$ cat config.mk
export PLATFORM = sky130hd
export DESIGN_NAME = triangle_decoder
export DESIGN_NICKNAME = d
export VERILOG_FILES = /design/src/rtl/triangle_decoder.sv
export SDC_FILE = /design/constraint.sdc
export NUM_CORES = 1
export LEC_CHECK = 0
export ABC_AREA = 0
export CAP_MARGIN = 20
export CORE_ASPECT_RATIO = 1.5
export CORE_UTILIZATION = 45
export CTS_CLUSTER_DIAMETER = 150
export DETAILED_ROUTE_END_ITERATION = 12
export PLACE_DENSITY = 0.66
export SKIP_LAST_GASP = 1
export SLEW_MARGIN = 40
export SYNTH_ARGS = -nofsm -noshare
export SYNTH_HDL_FRONTEND = slang
export SYNTH_SLANG_ARGS = --single-unit
$ cat constraint.sdc
create_clock -name clk -period 4.7 [get_ports clk]
set_clock_uncertainty 0.1 [all_clocks]
set_input_delay 0.705 -clock clk [delete_from_list [all_inputs] [get_ports clk]]
set_output_delay 0.705 -clock clk [all_outputs]
set_load 0.005 [all_outputs]
$ cat src/rtl/triangle_decoder.sv
// triangle_decoder: recovers shape (direction, peaks, segment lengths, period)
// of a 16-bit triangle sample stream. Optional watchdog: TRI_DEC_TIMEOUT_EN.
module triangle_decoder #(
    parameter int unsigned HYST       = 16,
    parameter int unsigned CNT_W      = 24,
    parameter int unsigned LOCK_COUNT = 2,
    parameter int unsigned TIMEOUT    = 1000000
) (
    input  logic             clk,
    input  logic             reset,
    input  logic             sample_valid,
    input  logic [15:0]      sample,
    output logic             rising,
    output logic [15:0]      peak_max,
    output logic [15:0]      peak_min,
    output logic [CNT_W-1:0] rise_len,
    output logic [CNT_W-1:0] fall_len,
    output logic [CNT_W-1:0] period,
    output logic             period_valid,
    output logic             locked
);

    localparam logic [16:0]      HYST_X   = 17'(HYST);
    localparam logic [CNT_W-1:0] CNT_MAX  = '1;
    localparam logic [3:0]       LOCK_TGT = 4'(LOCK_COUNT);

    if (HYST < 1 || HYST > 32767) begin : g_bad_hyst
        $error("triangle_decoder: HYST out of range");
    end
    if (LOCK_COUNT < 1 || LOCK_COUNT > 15) begin : g_bad_lock
        $error("triangle_decoder: LOCK_COUNT out of range");
    end
    if (CNT_W < 2 || TIMEOUT < 1) begin : g_bad_cnt
        $error("triangle_decoder: CNT_W or TIMEOUT out of range");
    end

    typedef enum logic [1:0] {
        ACQUIRE = 2'd0,
        RISING  = 2'd1,
        FALLING = 2'd2
    } state_t;

    state_t           state_q, state_d;
    logic [15:0]      ref_q, ref_d;
    logic [15:0]      run_max_q, run_max_d;
    logic [15:0]      run_min_q, run_min_d;
    logic [CNT_W-1:0] seg_cnt_q, seg_cnt_d;
    logic             have_ref_q, have_ref_d;
    logic             have_rise_q, have_rise_d;
    logic             have_fall_q, have_fall_d;
    logic             from_turn_q, from_turn_d;
    logic [3:0]       lock_cnt_q, lock_cnt_d;
    logic             rising_q, rising_d;
    logic [15:0]      peak_max_q, peak_max_d;
    logic [15:0]      peak_min_q, peak_min_d;
    logic [CNT_W-1:0] rise_len_q, rise_len_d;
    logic [CNT_W-1:0] fall_len_q, fall_len_d;
    logic [CNT_W-1:0] period_q, period_d;
    logic             period_valid_q, period_valid_d;
    logic             locked_q, locked_d;

    logic [CNT_W-1:0] seg_next;
    logic [CNT_W-1:0] rise_new;
    logic [CNT_W:0]   period_sum;
    logic [16:0]      smp_x;
    logic             up_hit, down_hit, max_turn, min_turn;
    logic             turn;

`ifdef TRI_DEC_TIMEOUT_EN
    logic [31:0]      wd_cnt_q, wd_cnt_d;
`endif

    // All compares are done one bit wider so sample+HYST can never wrap.
    always_comb begin
        smp_x    = {1'b0, sample};
        seg_next = (seg_cnt_q == CNT_MAX) ? CNT_MAX : seg_cnt_q + 1'b1;
        up_hit   = smp_x >= ({1'b0, ref_q} + HYST_X);
        down_hit = (smp_x + HYST_X) <= {1'b0, ref_q};
        max_turn = (smp_x + HYST_X) <= {1'b0, run_max_q};
        min_turn = smp_x >= ({1'b0, run_min_q} + HYST_X);
    end

    always_comb begin
        state_d        = state_q;
        ref_d          = ref_q;
        run_max_d      = run_max_q;
        run_min_d      = run_min_q;
        seg_cnt_d      = seg_cnt_q;
        have_ref_d     = have_ref_q;
        have_rise_d    = have_rise_q;
        have_fall_d    = have_fall_q;
        from_turn_d    = from_turn_q;
        lock_cnt_d     = lock_cnt_q;
        rising_d       = rising_q;
        peak_max_d     = peak_max_q;
        peak_min_d     = peak_min_q;
        rise_len_d     = rise_len_q;
        fall_len_d     = fall_len_q;
        period_d       = period_q;
        period_valid_d = 1'b0;
        rise_new       = rise_len_q;
        period_sum     = '0;
        turn           = 1'b0;
`ifdef TRI_DEC_TIMEOUT_EN
        wd_cnt_d       = wd_cnt_q;
`endif

        if (sample_valid) begin
            seg_cnt_d = seg_next;
            case (state_q)
                ACQUIRE: begin
                    if (!have_ref_q) begin
                        ref_d      = sample;
                        have_ref_d = 1'b1;
                    end else if (up_hit) begin
                        state_d     = RISING;
                        run_max_d   = sample;
                        rising_d    = 1'b1;
                        seg_cnt_d   = '0;
                        from_turn_d = 1'b0;
                    end else if (down_hit) begin
                        state_d     = FALLING;
                        run_min_d   = sample;
                        rising_d    = 1'b0;
                        seg_cnt_d   = '0;
                        from_turn_d = 1'b0;
                    end
                end
                RISING: begin
                    if (sample > run_max_q) begin
                        run_max_d = sample;
                    end else if (max_turn) begin
                        turn        = 1'b1;
                        peak_max_d  = run_max_q;
                        state_d     = FALLING;
                        run_min_d   = sample;
                        rising_d    = 1'b0;
                        seg_cnt_d   = '0;
                        from_turn_d = 1'b1;
                        // A segment entered from ACQUIRE is partial, so it is not measured.
                        if (from_turn_q) begin
                            rise_new    = seg_next;
                            rise_len_d  = seg_next;
                            have_rise_d = 1'b1;
                        end
                        if ((from_turn_q || have_rise_q) && have_fall_q) begin
                            period_sum     = {1'b0, rise_new} + {1'b0, fall_len_q};
                            period_d       = period_sum[CNT_W] ? CNT_MAX : period_sum[CNT_W-1:0];
                            period_valid_d = 1'b1;
                            if (lock_cnt_q < LOCK_TGT) begin
                                lock_cnt_d = lock_cnt_q + 4'd1;
                            end
                        end
                    end
                end
                FALLING: begin
                    if (sample < run_min_q) begin
                        run_min_d = sample;
                    end else if (min_turn) begin
                        turn        = 1'b1;
                        peak_min_d  = run_min_q;
                        state_d     = RISING;
                        run_max_d   = sample;
                        rising_d    = 1'b1;
                        seg_cnt_d   = '0;
                        from_turn_d = 1'b1;
                        if (from_turn_q) begin
                            fall_len_d  = seg_next;
                            have_fall_d = 1'b1;
                        end
                    end
                end
                default: begin
                    state_d = ACQUIRE;
                end
            endcase

`ifdef TRI_DEC_TIMEOUT_EN
            // Watchdog only runs while tracking; peaks and lengths deliberately survive it.
            if (state_q == ACQUIRE || turn) begin
                wd_cnt_d = '0;
            end else if (wd_cnt_q + 32'd1 >= TIMEOUT) begin
                wd_cnt_d    = '0;
                state_d     = ACQUIRE;
                have_ref_d  = 1'b0;
                have_rise_d = 1'b0;
                have_fall_d = 1'b0;
                from_turn_d = 1'b0;
                lock_cnt_d  = '0;
                seg_cnt_d   = '0;
            end else begin
                wd_cnt_d = wd_cnt_q + 32'd1;
            end
`endif
        end

        locked_d = (lock_cnt_d >= LOCK_TGT);
    end

    always_ff @(posedge clk) begin
        if (reset) begin
            state_q        <= ACQUIRE;
            ref_q          <= '0;
            run_max_q      <= '0;
            run_min_q      <= '0;
            seg_cnt_q      <= '0;
            have_ref_q     <= 1'b0;
            have_rise_q    <= 1'b0;
            have_fall_q    <= 1'b0;
            from_turn_q    <= 1'b0;
            lock_cnt_q     <= '0;
            rising_q       <= 1'b0;
            peak_max_q     <= '0;
            peak_min_q     <= '0;
            rise_len_q     <= '0;
            fall_len_q     <= '0;
            period_q       <= '0;
            period_valid_q <= 1'b0;
            locked_q       <= 1'b0;
`ifdef TRI_DEC_TIMEOUT_EN
            wd_cnt_q       <= '0;
`endif
        end else begin
            state_q        <= state_d;
            ref_q          <= ref_d;
            run_max_q      <= run_max_d;
            run_min_q      <= run_min_d;
            seg_cnt_q      <= seg_cnt_d;
            have_ref_q     <= have_ref_d;
            have_rise_q    <= have_rise_d;
            have_fall_q    <= have_fall_d;
            from_turn_q    <= from_turn_d;
            lock_cnt_q     <= lock_cnt_d;
            rising_q       <= rising_d;
            peak_max_q     <= peak_max_d;
            peak_min_q     <= peak_min_d;
            rise_len_q     <= rise_len_d;
            fall_len_q     <= fall_len_d;
            period_q       <= period_d;
            period_valid_q <= period_valid_d;
            locked_q       <= locked_d;
`ifdef TRI_DEC_TIMEOUT_EN
            wd_cnt_q       <= wd_cnt_d;
`endif
        end
    end

    assign rising       = rising_q;
    assign peak_max     = peak_max_q;
    assign peak_min     = peak_min_q;
    assign rise_len     = rise_len_q;
    assign fall_len     = fall_len_q;
    assign period       = period_q;
    assign period_valid = period_valid_q;
    assign locked       = locked_q;

endmodule
==> results of run 1 <==
-- state kept, by name, indices dropped and copies added, names as in the netlist --
signal / flops
period: 24
seg_cnt_q: 24
rise_len: 24
from_turn_q: 1
have_rise_q: 1
locked: 1
peak_min: 16
run_min_q: 16
have_fall_q: 1
have_ref_q: 1
peak_max: 16
ref_q: 16
run_max_q: 16
period_valid: 1
fall_len: 24
lock_cnt_q: 4
state_q: 2
rising: 1
-- cells by family (layout without fill, tap and decap cells) --
family | count (synthesis) | count (layout) | share of synthesized area, %
xor+xnor | 68 | 68 | 5.295
compound gates | 307 | 307 | 17.92
fa+ha+maj | 118 | 118 | 13.19
flops | 189 | 189 | 33.64
mux | 60 | 60 | 5.384
buf+inv | 139 | 279 | 5.362
simple gates | 486 | 486 | 19.20
-- power breakdown --
part           leakage (nW)  internal (mW)  switching, mW
logic                  3.29          0.356          0.533
clock network         0.280          0.800          0.658
registers              1.53           1.66         0.0569
-- layout by cell type, fill, tap and decap left out, types with 5 or more instances in the layout --
cell type / count
dfxtp_1: 189
o21ai_0: 51
xor2_1: 17
inv_1: 74
o21bai_1: 8
nand2b_1: 5
nor2b_1: 8
nor3b_1: 5
buf_4: 44
nand2_1: 110
a21o_1: 13
a31oi_1: 10
clkdlybuf4s50_1: 124
xnor2_1: 51
nor2_1: 240
o211ai_1: 11
nor4_1: 5
nor3_1: 17
and3_1: 5
mux2i_1: 56
buf_12: 5
a211oi_1: 78
clkbuf_16: 17
a21oi_1: 96
nand3_1: 37
ha_1: 116
nand4_1: 23
o21a_1: 5
-- stage by stage --
step | TNS [ns] | instances | total power [mW] | util (%)
final | 0 | 1831 | 4.066 | 55.79
after CTS | 0 | 1831 | 4.101 | 55.75
after global placement | 0 | 1800 | 2.621 | 53.32
after global routing | -0.01209 | 1831 | 4.270 | 55.79
after floorplan | 0 | 1367 | 2.378 | -
after detailed placement | 0 | 1800 | 2.643 | 53.37
-- worst max-delay path by stage --
stage | startpoint | to | slack [ns] | depth (start not counted)
after detailed placement | sample[4] | run_min_q[12] | 0.07 | 16
final | seg_cnt_q[3] | period[23] | 0.24 | 18
after CTS | seg_cnt_q[3] | period[23] | 0.19 | 18
after floorplan | seg_cnt_q[0] | period[23] | 0.46 | 17
after global routing | seg_cnt_q[4] | period[23] | -0.01 | 18
after global placement | sample[5] | run_min_q[11] | 0.17 | 16
-- metal layers --
metal | vias to the layer above | global-route usage [%] | wire, um
met5 | - | 0 | 0
li1 | 5053 | - | -
met4 | 0 | 16.26 | 1914
met1 | 4748 | 25.18 | 11660
met2 | 247 | 50.38 | 17590
met3 | 90 | 5.397 | 1452
-- worst register-to-register path, cell delays in order (launching register included) --
cell and delay [ns]:
dfxtp_1 0.40, nand4_1 0.22, nor3_2 0.23, nand2_1 0.13
nor4_2 0.19, buf_4 0.21, nor2_1 0.07, a21oi_1 0.38
ha_1 0.39, nand2_1 0.13, nor2_1 0.06, a2111oi_0 0.44
buf_4 0.20, a21oi_1 0.08, a2111oi_0 0.44, buf_4 0.19
o31ai_1 0.08, nor4b_1 0.31, a311oi_1 0.08
-- area by class of cell --
| class | instances | area [um2] | area share [%] |
|---|---|---|---|
| timing repair buffer | 174 | 1683 | 12.35 |
| multi-input combinational | 1039 | 6902 | 50.63 |
| sequential | 189 | 3784 | 27.76 |
| inverter | 74 | 277.8 | 2.038 |
| clock inverter | 12 | 137.6 | 1.010 |
| tap | 324 | 405.4 | 2.974 |
| clock buffer | 19 | 442.9 | 3.249 |
-- what timing repair did --
action	in CTS	in global routing
endpoints found under the setup margin	0	19
resized for setup	0	4
hold buffers	0	0
setup buffers	0	0
==> results by group, run 1 <==
Route
  • Drc violations: 0
  • Final ANT Viol Nets: 0
  • Routed length per instance: 17.81 um
  • Drt total wl: 32610 um
  • Iteration-0 DRC Markers: 440
  • TritonRoute pass-1 iters: 5
  • Via density: 5.537
  • Routed via count: 10138

Critical path
  • Crit Reg-Reg Endpoint: period[23]
  • Cell mode on critical path: buf_4
  • R2r startpoint: seg_cnt_q[3]
  • Req. time, crit path: 4.92 ns
  • Worst setup SP type: register
  • CP top delay family: compound AO/OA/AOI/OAI gates
  • Reg2reg setup slack: 0.24 ns
  • R2r worst-path depth: 18
  • CP Max Fanout: 9
  • WS Path Type: register to register
  • CP Buf/Inv Count: 3
  • Slowest CP cell: a2111oi_0
  • Critical Path AT: 4.68 ns
  • Largest stage delay, worst path: 0.44 ns
  • Crit path cell chain: nand4_1, nor3_2, nand2_1, nor4_2, buf_4, nor2_1, a21oi_1, ha_1, nand2_1, nor2_1, a2111oi_0, buf_4, a21oi_1, a2111oi_0, buf_4, o31ai_1, nor4b_1, a311oi_1
  • CP Capture Type: register

Yosys
  • Synth Register Bits: 189
  • Synth Flop Type: dfxtp_1
  • Syn. warnings: 0
  • Post-synth EDFFs: 0
  • Synth Net Count: 1504
  • Post-synth top cells: 243 x nor2_1, 189 x dfxtp_1, 117 x ha_1
  • Synth Cell Area: 11250 um2
  • Most numerous cell in the Yosys netlist: nor2_1
  • Sequential area share after synthesis: 33.64%
  • Async SR Flop Fraction: 0%
  • Largest area contributor in the netlist: dfxtp_1
  • Syn Area/Cell: 8.228 um2
  • Yosys cell types: 69
  • Top post-synthesis cells by area: dfxtp_1 34%, ha_1 13%, nor2_1 8.1%, a211oi_1 5.2%, mux2i_1 5.0%
  • Synth Instances: 1367
  • Area share of the largest cell type after synthesis: 33.64%

Clock network
  • Clk sinks: 189
  • Clk Latency, worst-skew pair: 0.44 ns
  • Clk root buf: clkbuf_16
  • CTS clk-pin slew, worst paths: 0.07 ns
  • CTS tree: yes
  • H-tree Lvls: 4
  • Num CTS Buffers: 17
  • Longest Clk Path Bufs: 2

Placed design
  • DP Worst Slack: 0.06672 ns
  • Port bufs: 125
  • Placed Area: 13040 um2
  • Routability congestion estimate from global placement: 0.9293
  • DP HPWL: 24890 um

Worst hold path
  • WHS Path Cells: 2
  • Worst hold-check path type: register to register
  • Hold endpoint: ref_q[3]
  • Hold_sp: ref_q[3]

Floorplan
  • Die height: 195.6 um
  • Row count: 70
  • Num ports: 126
  • Chip width: 131.1 um
  • Initial core utilization: 46.03%
  • Core Area: 24440 um2
  • Full die area: 25640 um2

Timing
  • WHS: 0.3574 ns
  • Final setup fails: 0
  • Hold Fails Final Rpt: 0
  • RSZ-0062 raised after global routing: true
  • Final setup slack of the worst path: 0.2393 ns
  • Final Max Tran Viols: 0
  • Fmax: 224.2 MHz
  • Tcrit/Tclk final: 94.91%
  • Tmin final: 4.461 ns
  • Worst-margin pin slew: 0.7081 ns
  • Relative max-transition margin: 52.74%

Power and ir drop
  • Leak: 5.096 nW
  • PwrDens: 298.3 nW/um2
  • Max IR drop VDD: 0.2799 mV

GRT
  • Total grt overflow: 0
  • Initial antenna violation count: 0
  • Largest net degree at the start of global routing: 86
  • Vias in the first global route: 10150
  • First-pass GRT wire length: 51850 um
  • GRT Util Overall: 26.50%

Run
  • Max-Cap Viols: 0

Final layout
  • Layout Nets: 1632
  • Fillers: 2259
  • Layout cells sized above 1: 7.167%
  • Area Growth Syn to Fin: 21.20%
  • Post-route cell area: 13630 um2
  • Antenna diode count: 0

Run status
  • Outcome: finished clean
(Power assumes the default switching activity.)
==> run 2, diff against run 1 <==
--- a/config.mk
+++ b/config.mk
@@ -13,7 +13,7 @@
 export DETAILED_ROUTE_END_ITERATION = 12
 export PLACE_DENSITY = 0.66
 export SKIP_LAST_GASP = 1
-export SLEW_MARGIN = 40
+export SLEW_MARGIN = 20
 export SYNTH_ARGS = -nofsm -noshare
 export SYNTH_HDL_FRONTEND = slang
 export SYNTH_SLANG_ARGS = --single-unit
==> constraint.sdc (replaced) <==
create_clock -name clk -period 4.7 [get_ports clk]
set_clock_uncertainty 0.1 [all_clocks]
set_input_delay 0.705 -clock clk [delete_from_list [all_inputs] [get_ports clk]]
set_output_delay 0.705 -clock clk [all_outputs]
set_load 0.02 [all_outputs]
==> results by group, run 2 (same netlist as run 1, synthesis figures left out) <==
Final layout
  • Commonest non-fill, non-tap cell in the layout: nor2_1
  • Most frequent cells in the layout: 240 x nor2_1, 189 x dfxtp_1, 124 x clkdlybuf4s50_1
  • Fillers: 2260 (+0.044%)
  • Final core utilization: 55.86% (+0.072 points)
  • Layout cells sized above 1: 7.341% (+0.17 points)
  • Area Growth Syn to Fin: 21.36%
  • Layout Nets: 1636 (+0.25%)
  • Antenna diode count: 0 (unchanged)

Critical path
  • CP Max Fanout: 7 (-2)
  • Worst setup SP type: register
  • Req. time, crit path: 4.92 ns (about the same)
  • CP Capture Type: register
  • WS Path Type: register to register
  • Crit Reg-Reg Endpoint: period[23]
  • Reg2reg setup slack: 0.27 ns (+0.03 ns)
  • R2r worst-path depth: 18 (unchanged)
  • Critical Path AT: 4.65 ns (-0.03 ns)
  • R2r startpoint: seg_cnt_q[10]

Worst hold path
  • WHS Path Cells: 2 (unchanged)
  • Hold_sp: ref_q[3]
  • Hold endpoint: ref_q[3]
  • Worst hold-check path type: register to register

GRT
  • Initial antenna violation count: 0 (unchanged)
  • M3 GR Usage: 5.151% (-0.25 points)
  • Largest net degree at the start of global routing: 86 (unchanged)
  • Busiest grt layer: met2
  • GRT Util Overall: 26.50% (about the same)
  • First-pass GRT wire length: 51550 um (-0.59%)
  • Met2 usage: 50.70% (+0.31 points)
  • Total grt overflow: 0 (unchanged)
  • Vias in the first global route: 10024 (-1.2%)
  • GR Layer Usage met1: 25.29% (+0.11 points)

Floorplan
  • Num ports: 126 (unchanged)
  • Row count: 70 (unchanged)
  • Initial core utilization: 46.03% (unchanged)
  • Full die area: 25640 um2 (unchanged)
  • Core Area: 24440 um2 (unchanged)
  • Die height: 195.6 um (unchanged)
  • Chip width: 131.1 um (unchanged)

Route
  • Iteration-0 DRC Markers: 464 (+5.5%)
  • Via density: 5.481 (-1.0%)
  • TritonRoute pass-1 iters: 5 (unchanged)
  • Drc violations: 0 (unchanged)
  • Routed via count: 10064 (-0.73%)
  • Drt total wl: 32700 um (+0.28%)
  • Routed length per instance: 17.81 um (about the same)
  • Final ANT Viol Nets: 0 (unchanged)

Power and ir drop
  • PwrDens: 297.4 nW/um2 (-0.29%)
  • Power Total: 4.059 mW (-0.17%)
  • Leak: 5.109 nW (+0.26%)
  • Max IR drop VDD: 0.2767 mV (-1.1%)

Clock network
  • Clk root buf: clkbuf_16
  • CTS clk-pin slew, worst paths: 0.07 ns (about the same)
  • Longest Clk Path Bufs: 2 (unchanged)
  • H-tree Lvls: 4 (unchanged)
  • CTS Hold Buffers Added: 0 (unchanged)
  • Num CTS Buffers: 17 (unchanged)
  • Clk Latency, worst-skew pair: 0.45 ns (about the same)
  • Clk sinks: 189 (unchanged)
  • CTS tree: yes

Timing
  • Setup TNS: 0 ns (unchanged)
  • Final setup fails: 0 (unchanged)
  • RSZ-0062 raised after global routing: false
  • Relative max-transition margin: 35.40% (-17 points)
  • Hold Fails Final Rpt: 0 (unchanged)
  • Fmax: 225.5 MHz (+0.60%)
  • Final Max Tran Viols: 0 (unchanged)
  • Worst-margin pin slew: 0.9679 ns (+0.2598 ns)
  • Tmin final: 4.434 ns (-0.02640 ns)
  • Tcrit/Tclk final: 94.35% (-0.56 points)

Placed design
  • Port bufs: 125 (unchanged)
  • DP HPWL: 24870 um (about the same)
  • Routability congestion estimate from global placement: 0.9293 (unchanged)

Run
  • Max-Cap Viols: 0 (unchanged)

Run status
  • Outcome: finished clean
run 2: changes by cell type in the layout (fill, tap and decap cells not counted), sizes merged:
cell	previous run	this run
inv	76	79
clkinvlp	2	4
buf	50	54
bufinv	2	1
clkbuf	19	20
clkinv	6	2
run 2: worst max-delay path by stage:
stage                  startpoint            end  slack, ns  depth (start not counted)
finish              seg_cnt_q[10]     period[23]       0.27                         18
global route         seg_cnt_q[4]      period[0]       0.03                         19
CTS                  seg_cnt_q[3]     period[23]       0.22                         18
detailed placement      sample[4]  run_min_q[12]       0.08                         16
global placement        sample[5]  run_min_q[11]       0.17                         16
floorplan            seg_cnt_q[0]     period[23]       0.46                         17
run 2: power by group:
part / switching [mW] / internal, mW
combinational: 0.536 / 0.356
clock: 0.676 / 0.773
sequential: 0.0566 / 1.66
run 2: repair_timing:
action / in CTS / in global routing
endpoints found under the setup margin: 0 / 24
setup buffers: 0 / 4
gates resized for setup: 0 / 3
endpoints found under the hold margin: 0 / 0
run 2: cell type report:
class / count / area [um2] / area share [%]
Clock buffer: 20 / 456.7 / 3.346
Clock inverter: 12 / 126.4 / 0.9258
Inverter: 74 / 277.8 / 2.035
Multi-Input combinational cell: 1039 / 6890 / 50.48
Sequential cell: 189 / 3784 / 27.72
Tap cell: 324 / 405.4 / 2.970
Timing Repair Buffer: 178 / 1709 / 12.52
run 2: per-layer routing:
| metal | up-vias | routed length (um) | share of wire [%] |
|---|---|---|---|
| li1 | 5062 | - | - |
| met1 | 4712 | 11780 | 36 |
| met2 | 208 | 17920 | 55 |
| met3 | 82 | 1350 | 4.1 |
| met4 | 0 | 1656 | 5.1 |
| met5 | - | 0 | 0 |
run 2: critical path, stage by stage, from the launching register on:
cell	delay, ns
dfxtp_1	0.40
and3_1	0.22
and3_1	0.23
nand2_1	0.12
nor4_2	0.20
buf_4	0.21
nor2_1	0.10
a21oi_1	0.37
ha_1	0.36
a21oi_1	0.24
nor2_1	0.08
a2111oi_1	0.39
buf_4	0.19
a21oi_1	0.08
a2111oi_0	0.39
buf_4	0.19
o31ai_1	0.08
nor4b_1	0.29
a311oi_1	0.08
run 2: through the flow:
stage	area, um2	cells	hold WS [ns]	worst slack (ns)
after CTS	13620	1832	0.3578	0.2233
after detailed placement	13030	1800	0.3484	0.08059
final	13650	1836	0.3616	0.2657
after global placement	13030	1800	0.3448	0.1709
after global routing	13650	1836	0.3844	0.03189
after floorplan	11250	1367	0.3333	0.4558
